File: config.mk
export PLATFORM = sky130hd
export DESIGN_NAME = vector_mem_sequencer
export DESIGN_NICKNAME = d
export VERILOG_FILES = /design/src/rtl/vector_mem_sequencer.sv
export SDC_FILE = /design/constraint.sdc
export NUM_CORES = 1
export LEC_CHECK = 0
export CORE_AREA = 2 2 179 137
export DETAILED_ROUTE_END_ITERATION = 7
export DIE_AREA = 0 0 181 139
export GPL_ROUTABILITY_DRIVEN = 0
export PLACE_DENSITY_LB_ADDON = 0.15
export SETUP_SLACK_MARGIN = 0.2
export SYNTH_ARGS = -nofsm -noshare
export SYNTH_HDL_FRONTEND = slang
export SYNTH_SLANG_ARGS = --single-unit
File: constraint.sdc
create_clock -name clk -period 4 [get_ports clk]
set_input_delay 0.6 -clock clk [delete_from_list [all_inputs] [get_ports clk]]
set_output_delay 0.6 -clock clk [all_outputs]
set_load 0.01 [all_outputs]
File: src/rtl/vector_mem_sequencer.sv
// vector_mem_sequencer
//   Turns one 128-bit vector load/store into LANES sequential DATA_W-bit
//   accesses on a single-port RAM, stalling the pipeline meanwhile.
// Ports:
//   clk, reset        clock, synchronous active-low reset
//   req_valid/write/base/wdata  vector request (level, held until done)
//   stall, busy, done  pipeline hold, non-idle flag, completion pulse
//   mem_addr/wdata/wren/q       RAM data port
//   rdata             packed load result, lane i = bits[DATA_W*i +: DATA_W]
module vector_mem_sequencer #(
  parameter int LANES    = 8,
  parameter int DATA_W   = 16,
  parameter int ADDR_W   = 16,
  parameter int READ_LAT = 1
) (
  input  logic                      clk,
  input  logic                      reset,
  input  logic                      req_valid,
  input  logic                      req_write,
  input  logic [ADDR_W-1:0]         req_base,
  input  logic [LANES*DATA_W-1:0]   req_wdata,
  output logic                      stall,
  output logic                      busy,
  output logic                      done,
  output logic [ADDR_W-1:0]         mem_addr,
  output logic [DATA_W-1:0]         mem_wdata,
  output logic                      mem_wren,
  input  logic [DATA_W-1:0]         mem_q,
  output logic [LANES*DATA_W-1:0]   rdata
);

  localparam int IW = (LANES > 1) ? $clog2(LANES) : 1;
  localparam int CW = $clog2(READ_LAT + 1);

  typedef enum logic [1:0] {IDLE, ISSUE, DRAIN, DONE} state_t;

  state_t                    state;
  logic                      wr_r;
  logic [ADDR_W-1:0]         base_r;
  logic [LANES*DATA_W-1:0]   wdata_r;
  logic [IW-1:0]             idx;
  logic [CW-1:0]             drain_cnt;
  // Capture pipeline: lane index and valid follow idx by READ_LAT cycles so
  // mem_q lands in the lane whose address was issued READ_LAT cycles ago.
  logic [READ_LAT-1:0]          vld_pipe;
  logic [READ_LAT-1:0][IW-1:0]  cap_idx;

  always_ff @(posedge clk) begin
    if (!reset) begin
      state     <= IDLE;
      wr_r      <= 1'b0;
      base_r    <= '0;
      wdata_r   <= '0;
      idx       <= '0;
      drain_cnt <= '0;
      vld_pipe  <= '0;
      cap_idx   <= '0;
      rdata     <= '0;
    end else begin
      vld_pipe[0] <= (state == ISSUE) && !wr_r;
      cap_idx[0]  <= idx;
      for (int i = 1; i < READ_LAT; i++) begin
        vld_pipe[i] <= vld_pipe[i-1];
        cap_idx[i]  <= cap_idx[i-1];
      end
      if (vld_pipe[READ_LAT-1])
        rdata[cap_idx[READ_LAT-1]*DATA_W +: DATA_W] <= mem_q;

      case (state)
        IDLE: begin
          if (req_valid) begin
            wr_r    <= req_write;
            base_r  <= req_base;
            wdata_r <= req_wdata;
            idx     <= '0;
            state   <= ISSUE;
          end
        end
        ISSUE: begin
          if (idx == IW'(LANES - 1)) begin
            idx       <= '0;
            drain_cnt <= '0;
            state     <= wr_r ? DONE : DRAIN;
          end else begin
            idx <= idx + IW'(1);
          end
        end
        DRAIN: begin
          // Last lane's data arrives READ_LAT cycles after its address.
          if (drain_cnt == CW'(READ_LAT - 1)) state <= DONE;
          else drain_cnt <= drain_cnt + CW'(1);
        end
        DONE:    state <= IDLE;
        default: state <= IDLE;
      endcase
    end
  end

  assign busy      = (state != IDLE);
  assign done      = (state == DONE);
  assign stall     = ((state == IDLE) && req_valid) || (state == ISSUE) || (state == DRAIN);
  assign mem_wren  = (state == ISSUE) && wr_r;
  // Address adder is ADDR_W wide, so base+idx wraps naturally.
  assign mem_addr  = (state == ISSUE) ? base_r + ADDR_W'(idx) : '0;
  assign mem_wdata = mem_wren ? wdata_r[idx*DATA_W +: DATA_W] : '0;

endmodule

# Yosys cells after proc, flatten, opt, wreduce, memory -nomap -nowiden
# Cells that the tools add are included.
[op_classes]
addsub = 4
eq_ne = 7
shift = 3
muxes = 14
n_reduce_logical = 14
[op_table]
columns = ["cell", "count"]
rows = [
  ["128-bit bitwise mux", 1],
  ["16-bit by 34-bit variable shift with 128-bit output, first input constant", 1],
  ["128-bit by 8-bit variable part select with 16-bit output", 1],
  ["16-bit by 34-bit variable part select with 128-bit output", 1],
  ["7-bit negation with 34-bit output", 1],
  ["16-bit two-way mux", 2],
  ["16-bit by 3-bit adder with 16-bit output", 1],
  ["2-bit one-hot mux with 4 select lines", 1],
  ["2-bit two-way mux", 3],
  ["3-bit two-way mux", 2],
  ["3-bit one-hot mux with 2 select lines", 1],
  ["2-bit AND reduction", 3],
  ["2-bit nonzero test", 3],
  ["2-bit equality test, second input constant", 2],
  ["2-bit != test, second input constant", 2],
  ["3-bit by 1-bit adder with 3-bit output, second input constant", 1],
  ["3-bit equality test, second input constant", 1],
  ["1-bit logical AND", 3],
  ["1-bit two-way mux", 3],
  ["3-bit AND reduction", 1],
  ["2-bit by 1-bit equality test with 1-bit output, second input constant", 1],
  ["2-bit zero test", 1],
  ["1-bit logical OR", 2],
  ["2-bit by 1-bit != test with 1-bit output, second input constant", 1],
  ["3 further kinds", 3],
]
[totals]
register_bits = 283
in_bits = 164
wordCells = 51

# Depth between registers and ports, before layout
# Gate-level depths: netlist (run 1).
[logic_depth]
depth_word = 4
depth_mapped = 11

# Worst setup path before layout (run 1)
# Ideal clock, no wire load.
[synth_timing]
path_kind = "flip-flop to output port"
from = "reg idx[1]"
to = "out mem_addr[14]"
t_arrival_ps = 2399
required_ps = 3400
setup_slack_ps = 1001
stages_incl_launch_ff = 9
path_buffers = 2
cell_sequence = "dfxtp_1 clkbuf_1 clkbuf_1 inv_1 fa_1 nor2b_1 o21ai_0 or3_1 a21oi_1"
[synth_between]
elab_chain_len = 2
[synth_rtl]
columns = ["element", "line", "text"]
rows = [
  ["start: declaration", "41", "logic [IW-1:0] idx;"],
  ["start signal: assignment", "85", "idx <= idx + IW'(1);"],
  ["16-bit by 3-bit adder with 16-bit output", "104", "assign mem_addr = (state == ISSUE) ? base_r + ADDR_W'(idx) : '0;"],
  ["16-bit two-way mux", "104", ""],
  ["end: declaration", "25", "output logic [ADDR_W-1:0] mem_addr,"],
]
# No other way between the ends.

# Final worst setup path (run 1)
# Ends and elaborated chain as after synthesis.

==> results of run 1 <==
==> final cells by class <==
type                            count  area, sq um  share of cell area, %
Antenna cell                        2        5.005                0.03023
Clock buffer                       43        838.3                  5.063
Clock inverter                      6        82.58                 0.4988
Inverter                           13        48.80                 0.2947
Multi-Input combinational cell    992         6106                  36.88
Sequential cell                   282         5650                  34.13
Tap cell                          306        382.9                  2.313
Timing Repair Buffer              346         3442                  20.79
==> per-layer routing <==
| layer | global-route usage [%] | vias up | wire length, um |
|---|---|---|---|
| met5 | 0 | - | 15 |
| met4 | 6.804 | 2 | 702 |
| met3 | 6.014 | 51 | 3406 |
| met2 | 43.44 | 432 | 16600 |
| met1 | 39.34 | 5146 | 15770 |
| li1 | - | 5236 | - |
==> sequential cells by signal, summed over array words and instances, names as in the netlist <==
register	flops
vld_pipe	1
cap_idx	3
base_r	16
state	2
rdata	128
idx	3
wr_r	1
wdata_r	128
==> cells in the final DEF (no fill, tap or decap), types with 4 or more instances in the layout <==
cell,n
xnor2_1,4
clkbuf_16,29
mux2i_1,35
or3_1,6
nand2_1,413
dfxtp_1,280
o21ai_0,6
buf_4,17
a21oi_1,5
mux4_2,32
and2_1,4
clkdlybuf4s50_1,326
clkbuf_8,6
inv_1,13
ha_1,13
a21boi_1,28
clkbuf_1,8
nand3_1,114
nand2b_1,4
xor2_1,5
nor2_1,32
nor3_1,6
a21boi_0,229
nor2b_1,20
==> worst max path at each step <==
| stage | to | slack, ps | depth (start not counted) | startpoint |
|---|---|---|---|---|
| floorplan | mem_addr[14] | 1000 | 8 | idx[1] |
| global placement | mem_addr[14] | 720 | 7 | idx[1] |
| detailed placement | mem_addr[14] | 670 | 7 | idx[1] |
| CTS | mem_addr[14] | 230 | 7 | idx[1] |
| global route | mem_addr[14] | 260 | 7 | idx[1] |
| finish | mem_addr[14] | 430 | 7 | idx[1] |
==> worst max-delay path, cell delays in order (launching register included) <==
cell and delay, ps:
dfxtp_4 480, inv_1 100, fa_1 460, nor2b_4 210, o21ai_0 110, or3_1 350
a21oi_1 160, clkdlybuf4s50_1 550
==> kinds of logic after synthesis <==
kind of cell | count (synthesis) | share of synthesized area (%)
simple gates | 622 | 21.74
flops | 282 | 45.97
compound gates | 280 | 16.92
buf+inv | 140 | 4.523
mux | 67 | 8.720
fa+ha+maj | 14 | 1.487
xor+xnor | 9 | 0.6418
==> power groups by stage <==
stage	Combinational, mW	Clock, mW	Sequential (mW)
floorplan	1.13	0	3.32
global placement	1.67	0	3.36
detailed placement	1.71	0	3.37
CTS	1.73	2.68	3.31
global route	1.89	2.79	3.35
finish	1.71	2.64	3.32
==> timing repair <==
action                                  in CTS  in global routing
gates resized for setup                      1                  2
setup buffers                                0                  0
pin swaps                                    0                  0
endpoints found under the setup margin       1                  1
==> through the flow <==
stage	instance area, sq um	power, mW	utilization (%)	hold slack [ps]	cells
after global placement	15620	5.025	66.35	437.9	1939
after global routing	16550	8.020	70.31	473.0	1989
after detailed placement	15620	5.084	66.35	444.0	1939
after CTS	16540	7.715	70.27	453.0	1988
final	16560	7.672	70.32	449.9	1990
after floorplan	12280	4.445	-	411.0	1414
==> impl_metrics.csv, run 1 <==
group,metric,value,unit
synth,ys_seq_area_share,45.97,%
global_route,antenna_found_initial,3,
synth,ys_types,48,
place,port_buffers,327,
detailed_routing,postRouteAntennaNets,0,
critical_path,crit_type,"flop to primary output",
pwr,p_int,5.435,mW
synth,synth_warnings,0,
status,status,"finished clean",
min_path,min_to,"rdata[43]",
detailed_routing,dr_total_vias,10870,
pwr,p_switching,2.236,mW
global_route,grt_max_degree,146,
timing,relSlewSlack,29.20,%
critical_path,startpoint_type,"flop",
timing,grt_setup_unrepaired,"no",
clock_tree,clk-insertion-delay-late,540,ps
die,die_w,181,um
pwr,powerDensity,463.4,nW/um^2
detailed_routing,drcViolationCount,0,
synth,synth.largest_area_cell,"dfxtp_1",
timing,fin_skew,14.09,ps
clock_tree,clock_path_buffers,3,
pwr,swShare,29.15,%
synth,synth-seq-cells,282,
detailed_routing,dr.pass1.iters,5,
critical_path,r2r_start,"cap_idx[0]",
synth,syn-cell-area,12280,sq um
min_path,hold_depth,2,
synth,synth_area_leaders,"dfxtp_1 (46%), a21boi_0 (14%), nand2_1 (13%)",
timing,worstMarginPinSlew,1056,ps
clock_tree,clk_pin_slew,70,ps
detailed_routing,vias_per_cell,5.461,
critical_path,cp_data_required_time,3400,ps
timing,timing.fmax,0.2802,GHz
global_route,grt_overflow,0,
synth,yosys_most_used_dff,"dfxtp_1",
synth,ys_top_cells_by_count,"nand2_1 (414), dfxtp_1 (282), a21boi_0 (229), nand3_1 (114), clkbuf_1 (104)",
min_path,hold_start,"rdata[43]",
critical_path,timing.rr.end,"rdata[36]",
die,row_count,49,
pwr,pwr-share-seq,43.2,%
detailed_routing,wirelength,36500,um
synth,synth_edf_count,0,
synth,yosys.cell_count.top_type,"nand2_1",
global_route,grt_pass1_vias,10050,
place,dpl.hpwl,25050,um
place,place_ws,673.8,ps
detailed_routing,wl_per_cell,18.34,um
timing,setup_tns,0,ps
timing,fin_crit,3569,ps
synth,async_flop_share,0,%
synth,synth_top_area_share,45.97,%
clock_tree,cts_made_buffers,28,
min_path,hold_class,"flop to flop",
detailed_routing,dr.first_iter.drc_count,767,
die,core,23540,sq um
critical_path,cp-end-kind,"primary output",
critical_path,crit_arrival,2970,ps
die,die_h,139,um
timing,setup_slack,430.6,ps
timing,hold_violations,0,
die,start_util,52.17,%
clock_tree,clock_sinks,282,
critical_path,r2r_cells,7,
timing,min_period_over_period,89.23,%
die,die_area,25160,sq um
pwr,p_comb_share,22.3,%
synth,synth.avg_cell_area,8.686,sq um
clock_tree,hold_buffers,0,
synth,postSynthCellCount,1414,
clock_tree,cts_tree,"yes",
clock_tree,root_buffer,"clkbuf_16",
pwr,clkPwrFrac,34.5,%
run,cap_violations,0,
global_route,grt_pass1_wl,55860,um
cells_and_area,n_fill_cell,1886,
timing,report.final.setup_viol,0,
clock_tree,cts_max_level,1,
cells_and_area,area_growth_syn_to_layout,34.80,%
pwr,p_leak,5.726,nW
global_route,grtUsageTotal,27.78,%
pwr,vdd_drop_max,0.3082,mV
die,io_pins,328,
cells_and_area,drive_gt1_share,6.421,%
timing,drv_slew,0,
synth,syn-num-nets,1592,
cells_and_area,num-nets-final,1841,
critical_path,path_max_fanout,14,
critical_path,r2r_slack,1000,ps
Power figures use the tool's default switching activity.
==> inputs of run 2 (changes only) <==
- CAP_MARGIN: not set -> 10
==> results of run 2 <==
The final DEF is identical to that of run 1; final timing and power are the same.
==> inputs of run 3 (changes only) <==
- SLEW_MARGIN: not set -> 20
==> results of run 3 <==
The final DEF is identical to that of run 1; final timing and power are the same.
